$ cat src/rtl/rx_status_event_monitor.sv
`default_nettype none
// ============================================================================
// Module   : rx_status_event_monitor
// Purpose  : Consumes the encoded PIPE RxStatus[2:0] code. Keeps one
//            saturating event counter per code, a sticky "seen" flag per
//            non-zero code, and a windowed error-burst detector that raises
//            a link-quality alarm.
// Ports    : clk        - clock, all logic on rising edge
//            rst_n      - asynchronous reset, active low
//            rx_status  - PIPE status code (0 OK .. 7 disparity error)
//            rx_valid   - rx_status is valid this cycle
//            clr        - synchronous clear of counters, sticky, FSM, rd_count
//            alarm_clr  - acknowledge / clear alarm (only acts in ALARM)
//            rd_sel     - counter select for readback
//            rd_count   - registered count of code rd_sel (1-cycle latency)
//            sticky     - bit k set once code k seen; bit 0 always 0
//            alarm      - error-burst alarm, high while FSM is in ALARM
// Revision : 1.0 - initial release
// ============================================================================
module rx_status_event_monitor #(
    parameter int CNT_W      = 16,
    parameter int WINDOW     = 1024,
    parameter int ERR_THRESH = 8
) (
    input  logic             clk,
    input  logic             rst_n,
    input  logic [2:0]       rx_status,
    input  logic             rx_valid,
    input  logic             clr,
    input  logic             alarm_clr,
    input  logic [2:0]       rd_sel,
    output logic [CNT_W-1:0] rd_count,
    output logic [7:0]       sticky,
    output logic             alarm
);

    localparam int WIN_W = $clog2(WINDOW);
    localparam int ERR_W = $clog2(ERR_THRESH + 1);

    localparam logic [WIN_W-1:0] C_WIN_LOAD = WIN_W'(WINDOW - 1);
    localparam logic [ERR_W:0]   C_THRESH   = (ERR_W + 1)'(ERR_THRESH);

    localparam logic [1:0] S_IDLE  = 2'd0;
    localparam logic [1:0] S_WIN   = 2'd1;
    localparam logic [1:0] S_ALARM = 2'd2;

    // One-hot event decode. The ternary keeps an X on rx_status from
    // reaching any state while rx_valid is low.
    logic [7:0] w_ev;
    logic       w_err;

    assign w_ev  = rx_valid ? (8'b1 << rx_status) : 8'b0;
    assign w_err = |w_ev[7:4];

    // ------------------------------------------------------------------
    // Per-code saturating counters and readback
    // ------------------------------------------------------------------
    logic [CNT_W-1:0] r_cnt [8];
    logic [7:1]       r_sticky;
    logic [CNT_W-1:0] r_rd_count;

    always_ff @(posedge clk or negedge rst_n) begin
        if (!rst_n) begin
            for (int k = 0; k < 8; k++) r_cnt[k] <= '0;
        end else if (clr) begin
            for (int k = 0; k < 8; k++) r_cnt[k] <= '0;
        end else begin
            for (int k = 0; k < 8; k++) begin
                if (w_ev[k] && (r_cnt[k] != {CNT_W{1'b1}}))
                    r_cnt[k] <= r_cnt[k] + 1'b1;
            end
        end
    end

    always_ff @(posedge clk or negedge rst_n) begin
        if (!rst_n)
            r_sticky <= '0;
        else if (clr)
            r_sticky <= '0;
        else
            r_sticky <= r_sticky | w_ev[7:1];
    end

    // Reads the pre-increment value: r_cnt is sampled at the same edge
    // that applies this cycle's event.
    always_ff @(posedge clk or negedge rst_n) begin
        if (!rst_n)
            r_rd_count <= '0;
        else if (clr)
            r_rd_count <= '0;
        else
            r_rd_count <= r_cnt[rd_sel];
    end

    // ------------------------------------------------------------------
    // Error-burst detector
    // ------------------------------------------------------------------
    logic [1:0]       r_state,  w_state_nxt;
    logic [WIN_W-1:0] r_win,    w_win_nxt;
    logic [ERR_W-1:0] r_err,    w_err_nxt;
    logic [ERR_W:0]   w_err_inc;
    logic             r_alarm;

    assign w_err_inc = {1'b0, r_err} + 1'b1;

    always_comb begin
        w_state_nxt = r_state;
        w_win_nxt   = r_win;
        w_err_nxt   = r_err;
        case (r_state)
            S_IDLE: begin
                if (w_err) begin
                    w_err_nxt   = ERR_W'(1);
                    w_win_nxt   = C_WIN_LOAD;
                    w_state_nxt = (ERR_THRESH == 1) ? S_ALARM : S_WIN;
                end
            end
            S_WIN: begin
                // Threshold wins over expiry; an error on the expiry cycle
                // that does not reach threshold is discarded with the window.
                if (w_err && (w_err_inc >= C_THRESH)) begin
                    w_state_nxt = S_ALARM;
                end else if (r_win == '0) begin
                    w_state_nxt = S_IDLE;
                    w_err_nxt   = '0;
                end else begin
                    w_win_nxt = r_win - 1'b1;
                    if (w_err)
                        w_err_nxt = w_err_inc[ERR_W-1:0];
                end
            end
            S_ALARM: begin
                if (alarm_clr) begin
                    w_state_nxt = S_IDLE;
                    w_err_nxt   = '0;
                    w_win_nxt   = '0;
                end
            end
            default: begin
                w_state_nxt = S_IDLE;
                w_err_nxt   = '0;
                w_win_nxt   = '0;
            end
        endcase
    end

    always_ff @(posedge clk or negedge rst_n) begin
        if (!rst_n) begin
            r_state <= S_IDLE;
            r_win   <= '0;
            r_err   <= '0;
            r_alarm <= 1'b0;
        end else if (clr) begin
            r_state <= S_IDLE;
            r_win   <= '0;
            r_err   <= '0;
            r_alarm <= 1'b0;
        end else begin
            r_state <= w_state_nxt;
            r_win   <= w_win_nxt;
            r_err   <= w_err_nxt;
            r_alarm <= (w_state_nxt == S_ALARM);
        end
    end

    assign rd_count = r_rd_count;
    assign sticky   = {r_sticky, 1'b0};
    assign alarm    = r_alarm;

endmodule
`default_nettype wire
$ cat config.mk
export PLATFORM = sky130hd
export DESIGN_NAME = rx_status_event_monitor
export DESIGN_NICKNAME = d
export VERILOG_FILES = /design/src/rtl/rx_status_event_monitor.sv
export SDC_FILE = /design/constraint.sdc
export NUM_CORES = 1
export LEC_CHECK = 0
export CORE_ASPECT_RATIO = 0.75
export CORE_MARGIN = 1.5
export CORE_UTILIZATION = 63
export DETAILED_ROUTE_END_ITERATION = 8
export GPL_ROUTABILITY_DRIVEN = 1
export HOLD_SLACK_MARGIN = 0.1
export PLACE_DENSITY = 0.87
export SLEW_MARGIN = 20
export SYNTH_ARGS = -nofsm -noshare
export SYNTH_HDL_FRONTEND = slang
export SYNTH_SLANG_ARGS = --single-unit
$ cat constraint.sdc
create_clock -name clk -period 4.66 [get_ports clk]
set_clock_uncertainty 0.1 [all_clocks]
set_input_delay 0.932 -clock clk [delete_from_list [all_inputs] [get_ports clk]]
set_output_delay 0.932 -clock clk [all_outputs]
set_load 0.02 [all_outputs]
==> impl_metrics.ini <==
[yosys]
yosysTopAreaCell = dfrtp_1
synth-compound-area-share_pct = 8.52
synth_edf_count = 0
synth_adder_area_share_pct = 1.42
ys.flop_type = dfrtp_1
ys_seq_elements = 168
synthMuxAreaShare_pct = 10.8
synth_top_area_share_pct = 43.5
synth-simple-area-share_pct = 24.5
syn_inst = 974
synth.distinct_cells = 69
avgSynthCellArea_sq_um = 9.93
synthArstFlopShare_pct = 100
ys_seq_area_share_pct = 43.5
synth_area_sq_um = 9680
synth-warning-count = 0
synth_xor_area_share_pct = 8.69
synthesis.nets = 996
synth_area_leaders = dfrtp_1 43%, mux4_2 7.4%, nor2_1 6.6%
synth_top_family_by_area = simple AND/OR/NAND/NOR gates

[critical_path]
reg2reg_depth = 6
cp-start-kind = input port
arrival_ns = 3.24
ff2ff_setup_slack_ns = 2.16
regToRegEndpoint = r_cnt[46]
criticalPathCategory = input port to flip-flop
cp.required_ns = 4.89
end_kind = flip-flop
crit_fanout = 13
worstReg2RegStart = r_cnt[32]

[floorplanning]
initial_core_util_pct = 64.0
io_pins = 36
die_x_microns = 146
std_cell_rows = 39
fp.dieH_microns = 110
dieArea_sq_um = 16100
core_sq_um = 15100

[route]
first_pass_iters = 5
routed_via_density = 6.61
ant_nets = 0
drt-total-wl_microns = 23900
drc_errors = 0
num_vias = 7940
wl_per_cell_microns = 19.9
drt_iter0_drc = 885

[placement]
dp_hpwl_microns = 16400
detailed_place.area_sq_um = 10100
port-buffer-count = 34
gp_congestion = 0.909

[final_layout]
drive_gt1_share_pct = 9.64
diodes = 0
area_growth_syn_to_layout_pct = 10.8
design_area_sq_um = 10700
nets = 1005
fin_util_pct = 70.9
nFillCells = 1048

[flow_run]
max_cap_violations = 0

[sta]
slew_headroom_pct = 25.0
worstMarginPinSlew_ns = 1.12
setup_viol = 0
period_needed_ns = 3.01
finalHoldViolations = 0
fin_setup_tns_ns = 0
slew_viol_final = 0
fmaxAchievable_mhz = 332
rsz0062_at_grt = no
period_share_pct = 64.6

[grt]
grt_pass1_wl_microns = 37700
grtUsageTotal_pct = 30.8
grt_overflow = 0
grt_start_max_net_pins = 103
grt_pass1_vias = 7110
antenna_found_initial = 1

[hold_path]
holdCritStartpoint = r_sticky[6]
hold_path_class = flip-flop to flip-flop
hold-path-cell-count = 2
worstHoldEndpoint = r_sticky[6]

[clock_network]
post_cts_buffers = 0
cts_resized = 0
clkTransAtPathRegs_ns = 0.07
clk_path_buf_depth = 2
hold_buffers = 0
htreeDepth = 4
clockRootBuffer = clkbuf_16
clkSinkCount = 168
clock_latency_ns = 0.44
cts_tree = done
cts_buffers = 17

[pwr]
leakage_nw = 4.38
peakVddDrop_uv = 259
p_per_area_nw_per_um2 = 295
power_mw = 3.16

[outcome]
status = completed
## cell usage after synthesis (9+ instances only)
master and count:
nor2_1 169, dfrtp_1 168, xor2_1 49, xnor2_1 47
nand3_1 45, nand2_1 44, nand4_1 34, clkbuf_1 32
mux4_2 32, a21oi_1 31, mux2i_1 26, nor3_1 26
o21ai_0 24, and3_1 20, and4_1 18, and2_1 16
o211ai_1 16, or3_1 13, nor4_1 12, ha_1 11
inv_1 10, o21ai_1 10, a31oi_1 9, buf_2 9
## report_power, final
part	internal (mW)	total, mW	leakage (nW)	switching [mW]
Sequential	1.48	1.50	2.32	0.0272
Combinational	0.0676	0.188	1.77	0.120
Clock	0.859	1.47	0.289	0.613
## sequential cells by signal, indices dropped and copies added (netlist names)
register / flops
rd_count: 16
alarm: 1
r_err: 4
r_cnt: 128
r_state: 2
r_sticky: 7
r_win: 10
## cell type report
type	count	area, sq um	share of cell area, %
Sequential cell	168	4200	39.2
Clock buffer	18	439	4.10
Timing Repair Buffer	39	387	3.61
Inverter	10	37.5	0.350
Multi-Input combinational cell	747	5220	48.7
Tap cell	205	256	2.39
Clock inverter	14	174	1.62
## cell families (layout without fill, tap and decap cells)
family | Yosys count | after routing
other cells | 1 | 1
buf+inv | 59 | 81
xor+xnor | 96 | 96
mux | 63 | 63
simple gates | 447 | 447
fa+ha+maj | 11 | 11
compound gates | 129 | 129
flops | 168 | 168
## how the worst max path moves through the flow
stage	startpoint	to	slack (ns)	depth (start not counted)
after global placement	rx_status[2]	r_win[1]	1.33	6
after detailed placement	rx_status[2]	r_win[0]	1.21	5
after global routing	rx_status[2]	r_win[0]	1.47	6
after floorplan	clr	r_win[0]	2.03	8
after CTS	rx_status[2]	r_win[0]	1.67	5
final	rx_status[2]	r_win[0]	1.65	5
## through the flow
stage | instances | hold slack (ns) | worst slack (ns)
2_1_floorplan | 974 | 0.356 | 2.03
4_1_cts | 1201 | 0.407 | 1.67
6_report | 1201 | 0.400 | 1.65
3_5_place_dp | 1169 | 0.391 | 1.21
3_3_place_gp | 1169 | 0.382 | 1.33
5_1_grt | 1201 | 0.437 | 1.47
## cells in the final DEF, fill, tap and decap left out, types with 3 or more instances in the layout
cell type        netlist  final
o21ai_1               10     10
xor2_1                49     49
inv_1                 10     10
ha_1                  11     11
o31ai_1                3      3
clkinv_4               0      3
a21oi_1               31     31
or3_1                 13     13
nand4_1               34     34
or4_1                  3      3
and4bb_2               3      3
nor3b_1                8      8
clkdlybuf4s50_1        0     31
nor3_1                26     26
nand4b_1               4      4
a31oi_1                9      9
and4_1                18     18
o2111ai_1              4      4
buf_4                  2      6
mux4_2                32     32
and3_1                20     20
o41ai_1                3      3
o21ai_0               24     24
nor2_1               169    169
clkinvlp_4             0      4
nand2b_1               3      3
and2_1                16     16
nor2b_1                6      6
a211oi_1               8      8
nor4b_1                5      5
o211a_1                3      3
o211ai_1              16     16
nand2_1               44     44
bufinv_16              0      3
clkbuf_16              0     17
xnor2_1               47     47
nor4_1                12     12
mux2i_1               26     26
dfrtp_1              168    168
nand3_1               45     45
## layer usage
metal | wire (microns) | global-route usage, % | vias to the layer above
met2 | 10400 | 46.3 | 416
met3 | 2470 | 9.67 | 86
met1 | 10300 | 42.7 | 3857
met5 | 12 | 0 | -
li1 | - | - | 3579
met4 | 722 | 11.2 | 2
## critical path: stages
cell and delay (ns):
clkdlybuf4s50_1 0.71, nand2_1 0.26, o21ai_1 0.57, and3_1 0.44, mux2_4 0.33
Note: power is estimated with default switching activity, not from simulation.
